**config.mk**
```make
export PLATFORM = sky130hd
export DESIGN_NAME = mem_access_unit
export DESIGN_NICKNAME = d
export VERILOG_FILES = /design/src/rtl/mem_access_unit.sv
export SDC_FILE = /design/constraint.sdc
export NUM_CORES = 1
export LEC_CHECK = 0
export ABC_AREA = 0
export ABC_CLOCK_PERIOD_IN_PS = 4170
export CORE_UTILIZATION = 55
export DETAILED_ROUTE_END_ITERATION = 10
export DONT_BUFFER_PORTS = 1
export HOLD_SLACK_MARGIN = 0.05
export PLACE_DENSITY_LB_ADDON = 0.3
export SLEW_MARGIN = 0
export SYNTH_ARGS = -nofsm -noshare
export SYNTH_HDL_FRONTEND = slang
export SYNTH_SLANG_ARGS = --single-unit
```
**constraint.sdc**
```tcl
create_clock -name clk -period 4.17 [get_ports clk]
set_input_delay 0.834 -clock clk [delete_from_list [all_inputs] [get_ports clk]]
set_output_delay 0.834 -clock clk [all_outputs]
set_load 0.03 [all_outputs]
```
**src/rtl/mem_access_unit.sv**
```systemverilog
// MEM-stage load/store unit: one outstanding request/ack transaction on the
// data-memory port, with store byte-lane steering and load extension.
module mem_access_unit #(
  parameter int ADDR_W = 32
) (
  input  logic              clk,
  input  logic              rst,
  input  logic              issue,
  input  logic              mem_read,
  input  logic              mem_wr,
  input  logic [1:0]        store_size,
  input  logic [2:0]        load_ext,
  input  logic [ADDR_W-1:0] addr,
  input  logic [31:0]       wdata,
  output logic              stall,
  output logic [31:0]       rdata,
  output logic              done,
  output logic              access_err,
  output logic              dm_req,
  output logic              dm_we,
  output logic [ADDR_W-1:0] dm_addr,
  output logic [3:0]        dm_be,
  output logic [31:0]       dm_wdata,
  input  logic              dm_ack,
  input  logic [31:0]       dm_rdata,
  output logic [1:0]        dbg_state
);

  localparam logic [1:0] ST_IDLE = 2'd0;
  localparam logic [1:0] ST_REQ  = 2'd1;
  localparam logic [1:0] ST_RESP = 2'd2;

  logic [1:0]        state_q, state_d;
  logic [ADDR_W-1:0] addr_q;
  logic              we_q;
  logic [3:0]        be_q;
  logic [31:0]       wd_q;
  logic [2:0]        ext_q;
  logic [1:0]        off_q;
  logic [31:0]       rdata_q;
  logic              err_q;

  logic        code_ok;
  logic        align_ok;
  logic        access_legal;
  logic        access_bad;
  logic [3:0]  be_s;
  logic [31:0] wd_s;
  logic [7:0]  byte_s;
  logic [15:0] half_s;
  logic [31:0] load_val;

  // Decode size/alignment legality and the steered lanes for the incoming access.
  always_comb begin
    code_ok  = 1'b0;
    align_ok = 1'b0;
    be_s     = 4'b1111;
    wd_s     = 32'h0;
    if (mem_wr && !mem_read) begin
      case (store_size)
        2'b00: begin
          code_ok  = 1'b1;
          align_ok = (addr[1:0] == 2'b00);
          be_s     = 4'b1111;
          wd_s     = wdata;
        end
        2'b01: begin
          code_ok  = 1'b1;
          align_ok = !addr[0];
          be_s     = addr[1] ? 4'b1100 : 4'b0011;
          wd_s     = {2{wdata[15:0]}};
        end
        2'b10: begin
          code_ok  = 1'b1;
          align_ok = 1'b1;
          be_s     = 4'b0001 << addr[1:0];
          wd_s     = {4{wdata[7:0]}};
        end
        default: begin
          code_ok  = 1'b0;
          align_ok = 1'b0;
        end
      endcase
    end else if (mem_read && !mem_wr) begin
      case (load_ext)
        3'b000: begin
          code_ok  = 1'b1;
          align_ok = (addr[1:0] == 2'b00);
        end
        3'b001, 3'b010: begin
          code_ok  = 1'b1;
          align_ok = !addr[0];
        end
        3'b011, 3'b100: begin
          code_ok  = 1'b1;
          align_ok = 1'b1;
        end
        default: begin
          code_ok  = 1'b0;
          align_ok = 1'b0;
        end
      endcase
    end
  end

  assign access_legal = issue && code_ok && align_ok;
  assign access_bad   = issue && (mem_read || mem_wr) && !access_legal;

  // Load extraction uses the offset and type latched at issue time.
  always_comb begin
    case (off_q)
      2'd0:    byte_s = dm_rdata[7:0];
      2'd1:    byte_s = dm_rdata[15:8];
      2'd2:    byte_s = dm_rdata[23:16];
      default: byte_s = dm_rdata[31:24];
    endcase
    half_s = off_q[1] ? dm_rdata[31:16] : dm_rdata[15:0];
    case (ext_q)
      3'b001:  load_val = {{16{half_s[15]}}, half_s};
      3'b010:  load_val = {16'h0, half_s};
      3'b011:  load_val = {{24{byte_s[7]}}, byte_s};
      3'b100:  load_val = {24'h0, byte_s};
      default: load_val = dm_rdata;
    endcase
  end

  always_comb begin
    state_d = state_q;
    case (state_q)
      ST_IDLE: if (access_legal) state_d = ST_REQ;
      ST_REQ:  if (dm_ack) state_d = ST_RESP;
      default: state_d = ST_IDLE;
    endcase
  end

  // Handshake: dm_req stays high with every dm_* output frozen until dm_ack is
  // sampled high on a rising edge; that edge completes the transfer.
  always_ff @(posedge clk or posedge rst) begin
    if (rst) begin
      state_q <= ST_IDLE;
      addr_q  <= '0;
      we_q    <= 1'b0;
      be_q    <= 4'b0000;
      wd_q    <= 32'h0;
      ext_q   <= 3'b000;
      off_q   <= 2'b00;
      rdata_q <= 32'h0;
      err_q   <= 1'b0;
    end else begin
      state_q <= state_d;
      err_q   <= (state_q == ST_IDLE) && access_bad;
      if (state_q == ST_IDLE && access_legal) begin
        addr_q <= {addr[ADDR_W-1:2], 2'b00};
        we_q   <= mem_wr;
        be_q   <= be_s;
        wd_q   <= wd_s;
        ext_q  <= load_ext;
        off_q  <= addr[1:0];
      end
      if (state_q == ST_REQ && dm_ack && !we_q) begin
        rdata_q <= load_val;
      end
    end
  end

  // Request is decoded from state so an asynchronous reset drops it at once.
  assign dm_req     = (state_q == ST_REQ);
  assign done       = (state_q == ST_RESP);
  assign dm_we      = we_q;
  assign dm_addr    = addr_q;
  assign dm_be      = be_q;
  assign dm_wdata   = wd_q;
  assign rdata      = rdata_q;
  assign access_err = err_q;
  assign dbg_state  = state_q;
  assign stall      = !rst && (((state_q == ST_IDLE) && access_legal) || (state_q == ST_REQ));

endmodule

```
After elaboration in Yosys (flattened, before gate mapping)

Cells that the tools add are included.

Register bits: 107
Input port bits: 107

Equal/unequal tests: 16
Shifts and indexed selects: 1
Mux-type cells: 19
Reductions and logical operators: 29

Operators by type and width:

| cell                                                | count |
|---|---|
| one-hot mux 32 bit (4 select lines)                 | 1 |
| one-hot mux 32 bit (3 select lines)                 | 1 |
| 2-to-1 mux 32 bit                                   | 1 |
| one-hot mux 8 bit (3 select lines)                  | 1 |
| 2-to-1 mux 16 bit                                   | 1 |
| equality test 3 x 2 -> 1 bit, second input constant | 4 |
| logical AND 1 bit                                   | 11 |
| zero test 2 bit                                     | 4 |
| 2-to-1 mux 4 bit                                    | 2 |
| one-hot mux 4 bit (2 select lines)                  | 1 |
| equality test 2 x 1 -> 1 bit, second input constant | 3 |
| equality test 2 bit, second input constant          | 3 |
| equality test 3 x 1 -> 1 bit, second input constant | 2 |
| equality test 3 bit, second input constant          | 2 |
| zero test 1 bit                                     | 6 |
| 2-to-1 mux 1 bit                                    | 6 |
| one-hot mux 1 bit (3 select lines)                  | 2 |
| OR reduction 5 bit                                  | 1 |
| 2-to-1 mux 2 bit                                    | 2 |
| one-hot mux 2 bit (2 select lines)                  | 1 |
| OR reduction 2 bit                                  | 2 |
| << shifter 1 x 2 -> 4 bit, first input constant     | 1 |
| zero test 3 bit                                     | 1 |
| OR reduction 3 bit                                  | 1 |
| 4 further kinds                                     | 5 |

Logic depth before layout (Yosys ltp)

Depth in word-level cells: 10
Gate-level depth with buffers: 10
Depth with buffers taken out: 7

Least setup slack after synthesis

Ideal clock, no wire load.

Path kind: in2out
From: input store_size[0]
To: output stall
Arrival: 2.465 ns
Required time: 3.336 ns
Setup slack: 0.871 ns
Stages on the path: 8
Path buffers: 1
Cells stage by stage: inv_1 ha_1 buf_6 nor2b_4 o21a_1 o21a_1 o21ai_0 a211oi_1

Cells in the longest elaborated chain, start to end: 9
Elaborated cells between the ends (all ways): 13
Those cells by class: eq/ne: 2; mux: 4; reduce/logical: 7

RTL lines:

| item                                        | line | RTL |
|---|---|---|
| start: declaration                          | 11   | `input logic [1:0] store_size,` |
| equality test 2 bit (tied with other cells) | 60   | `case (store_size)` |
| OR reduction 3 bit (no source line)         | --   |  |
| 2-to-1 mux 1 bit                            | 60   |  |
| 2-to-1 mux 1 bit                            | 59   | `if (mem_wr && !mem_read) begin` |
| logical AND 1 bit                           | 106  | `assign access_legal = issue && code_ok && align_ok;` |
| logical AND 1 bit (*)                       | 106  |  |
| logical AND 1 bit (*)                       | 176  | `assign stall = !rst && (((state_q == ST_IDLE) && access_legal) \|\| (state_q == ST_REQ));` |
| logical OR 1 bit (*)                        | 176  |  |
| logical AND 1 bit (*)                       | 176  |  |
| end: declaration                            | 15   | `output logic stall,` |

Mark *: on every way between the ends. The rest lies on a longest branch, timed or not.

Worst setup path after layout

Same ends and word-level chain as after synthesis.

==> flow_summary.yaml <==
route:
  wl_per_cell_um: 23.3
  drc: 0
  first_pass_iters: 5
  wl_um: 13000
  vias: 3704
  postRouteAntennaNets: 0
  drt_iter0_markers: 227
  viasPerCell: 6.67
synthesis:
  async_flop_share: 1.00
  syn_inst: 458
  ys_types: 54
  yosysSeqAreaShare: 0.515
  synth_xor_area_frac: 0.00481
  yosys_register_bits: 107
  synth.mux.area_fraction: 0.143
  netlist_area_um2: 5200
  synth_fa_ha_area_frac: 0.00963
  synth_top_area_frac: 0.515
  synth_edf_count: 0
  yosysWarnings: 0
  synth_compound_area_frac: 0.203
  ys.flop_type: "dfrtp_1"
  synth_top_cell_by_area: "dfrtp_1"
  synth_top_family_by_area: "compound AO/OA/AOI/OAI gates"
  synthSimpleGateAreaFrac: 0.0797
  synthTopCellsByArea: "dfrtp_1 52%, mux2_2 8.4%, a21oi_1 4.5%, o2bb2ai_1 4.0%, mux2_4 2.9%"
  syn_area_per_cell_um2: 11.4
power_and_ir_drop:
  leakagePower_nw: 2.25
  ir_worst_vdd_uv: 281
  power_density_nw_per_um2: 708
clock_network:
  cts_buffer_depth: 2
  post-cts-setup-buffer-count: 0
  htreeDepth: 3
  clock_sinks: 107
  cts.root.buffer_cell: "clkbuf_8"
  hold_buffers: 0
  cts_tree: "built"
  clk_pin_slew_ns: 0.12
  insertion_delay_ns: 0.37
  cts_buffers: 9
  cts_resized: 0
grt:
  grt_pass1_wl_um: 20400
  antenna_found_initial: 1
  gr-usage-all-layers: 0.267
  grt-ovfl-total: 0
  grt_max_degree: 41
  first_global_vias: 3650
die:
  die_h_um: 99.2
  fp.dieArea_um2: 9840
  row_count: 35
  ios: 214
  dieWidth_um: 99.2
  start_util: 0.565
  fp.coreArea_um2: 9200
sta:
  max_freq_mhz: 307
  slew_headroom: 0.242
  setup_viol_count_final: 0
  finalClockSkew_ns: 0.0240
  hold_violations: 0
  setup_tns_ns: 0
  worstMarginPinSlew_ns: 1.14
  drv_slew: 0
  fin_crit_sh: 0.780
  rsz0062_at_grt: "no"
  whs_ns: 0.367
  min_period_ns: 3.25
critical_path:
  worstPathMaxFanout: 22
  crit_required_ns: 3.34
  rrSetupSlack_ns: 1.45
  crit_arrival_ns: 2.42
  reg2reg_to: "rdata[28]$_DFFE_PP0P_"
  start_kind: "primary input"
  reg2reg_depth: 5
  cp-end-kind: "primary output"
  worstSetupPathType: "in2out"
  r2r_start: "dbg_state[0]$_DFFE_PP0P_"
finish:
  final_area_um2: 5410
  fin_nets: 550
  antenna_cells: 0
  drive_gt1_frac: 0.207
  area_delta_synth_final_pct: 4.04
min_path:
  hold_class: "in2async"
job:
  cap_violations: 0
outcome:
  outcome: "completed"
placed_design:
  gp_congestion: 0.871
  port_buffers: 0
  dp_hpwl_um: 9400
  place_area_um2: 5230
-- state kept, by name, indices dropped and copies added, names as in the netlist --
register / flops
dm_be: 4
access_err: 1
dbg_state: 2
dm_wdata: 32
rdata: 32
ext_q: 3
dm_we: 1
off_q: 2
dm_addr: 30
-- power breakdown --
part	internal, W	switching [W]	leakage [nW]
Sequential	0.00137	0.00103	1.31
Combinational	0.000427	0.000393	0.855
Clock	0.000240	0.000365	0.0897
-- kinds of logic (layout without fill, tap and decap cells) --
logic type,count (synthesis),after routing
buffers and inverters,48,33
other,1,2
flip-flops,107,107
multiplexers,57,57
AO/OA/AOI/OAI,151,151
XOR/XNOR,2,2
AND/OR/NAND/NOR,88,88
adder cells (fa/ha/maj),4,4
-- Yosys cell counts, types with 2 or more instances --
library cell  instances
a32oi_1               5
a21oi_1              47
dfrtp_1             107
buf_2                12
and3b_1               2
clkbuf_1             17
a31oi_1               3
or2_2                 2
buf_1                 3
o21ai_1               2
nor3b_1               5
mux2_4               10
nand2_1              36
inv_1                 9
nor2_1               31
buf_4                 3
buf_6                 3
mux2i_1               2
o21ai_0              15
a22oi_1              16
o2bb2ai_1            24
a22o_1                8
nor2b_1               3
o21a_1                4
a222oi_1              8
o22ai_1               7
mux4_2                6
mux2_2               39
ha_1                  4
-- metrics by stage --
| stage | setup WS [ns] | total power, W | instances | utilization |
|---|---|---|---|---|
| final | 0.917 | 0.00383 | 555 | 0.588 |
| after global routing | 0.778 | 0.00403 | 555 | 0.588 |
| after CTS | 0.908 | 0.00384 | 555 | 0.588 |
| after detailed placement | 0.915 | 0.00325 | 539 | 0.568 |
| after global placement | 0.992 | 0.00320 | 539 | 0.568 |
| after floorplan | 0.519 | 0.00303 | 459 | - |
-- critical path: stages --
cell      delay (ns)
inv_1           0.06
ha_1            0.64
o21a_1          0.31
o21ai_0         0.12
a211oi_1        0.25
buf_4           0.20
-- cell usage in the layout (no fill, tap or decap), types with 2 or more instances in the layout --
master,instances
a31oi_1,3
o22ai_1,7
a22oi_1,16
a21oi_1,47
clkbuf_8,10
dfrtp_1,107
nor2b_1,3
and3b_1,2
buf_4,7
nand2_1,36
nor3b_1,5
clkinvlp_4,2
ha_1,4
o21ai_0,15
a22o_1,8
nor2_1,31
a222oi_1,8
mux4_2,6
inv_1,8
mux2i_1,2
a32oi_1,5
conb_1,2
o2bb2ai_1,24
mux2_2,39
mux2_4,10
or2_2,2
inv_6,3
o21a_1,3
-- how the worst max path moves through the flow --
stage                     slack (ns)  cells after the start     startpoint                    to
after detailed placement        0.92                      6  store_size[0]                 stall
after floorplan                 0.52                      1            rst  access_err$_DFF_PP0_
after global routing            0.78                      6  store_size[0]                 stall
final                           0.92                      6  store_size[0]                 stall
after CTS                       0.91                      6  store_size[0]                 stall
after global placement          0.99                      6  store_size[0]                 stall
-- area by class of cell --
cell class,instances,area (um2)
fill,759,3790
clock inverter,6,46.3
inverter,9,36.3
sequential,107,2680
clock buffer,10,138
multi-input combinational,304,2300
tap,111,139
timing repair buffer,8,72.6
-- routing by layer --
layer / share of wire / vias up / GRT usage
li1: - / 1648 / -
met1: 0.38 / 1830 / 0.340
met2: 0.50 / 205 / 0.446
met3: 0.099 / 19 / 0.0759
met4: 0.013 / 2 / 0.0814
met5: 0.00077 / - / 0
Power figures use the tool's default switching activity.
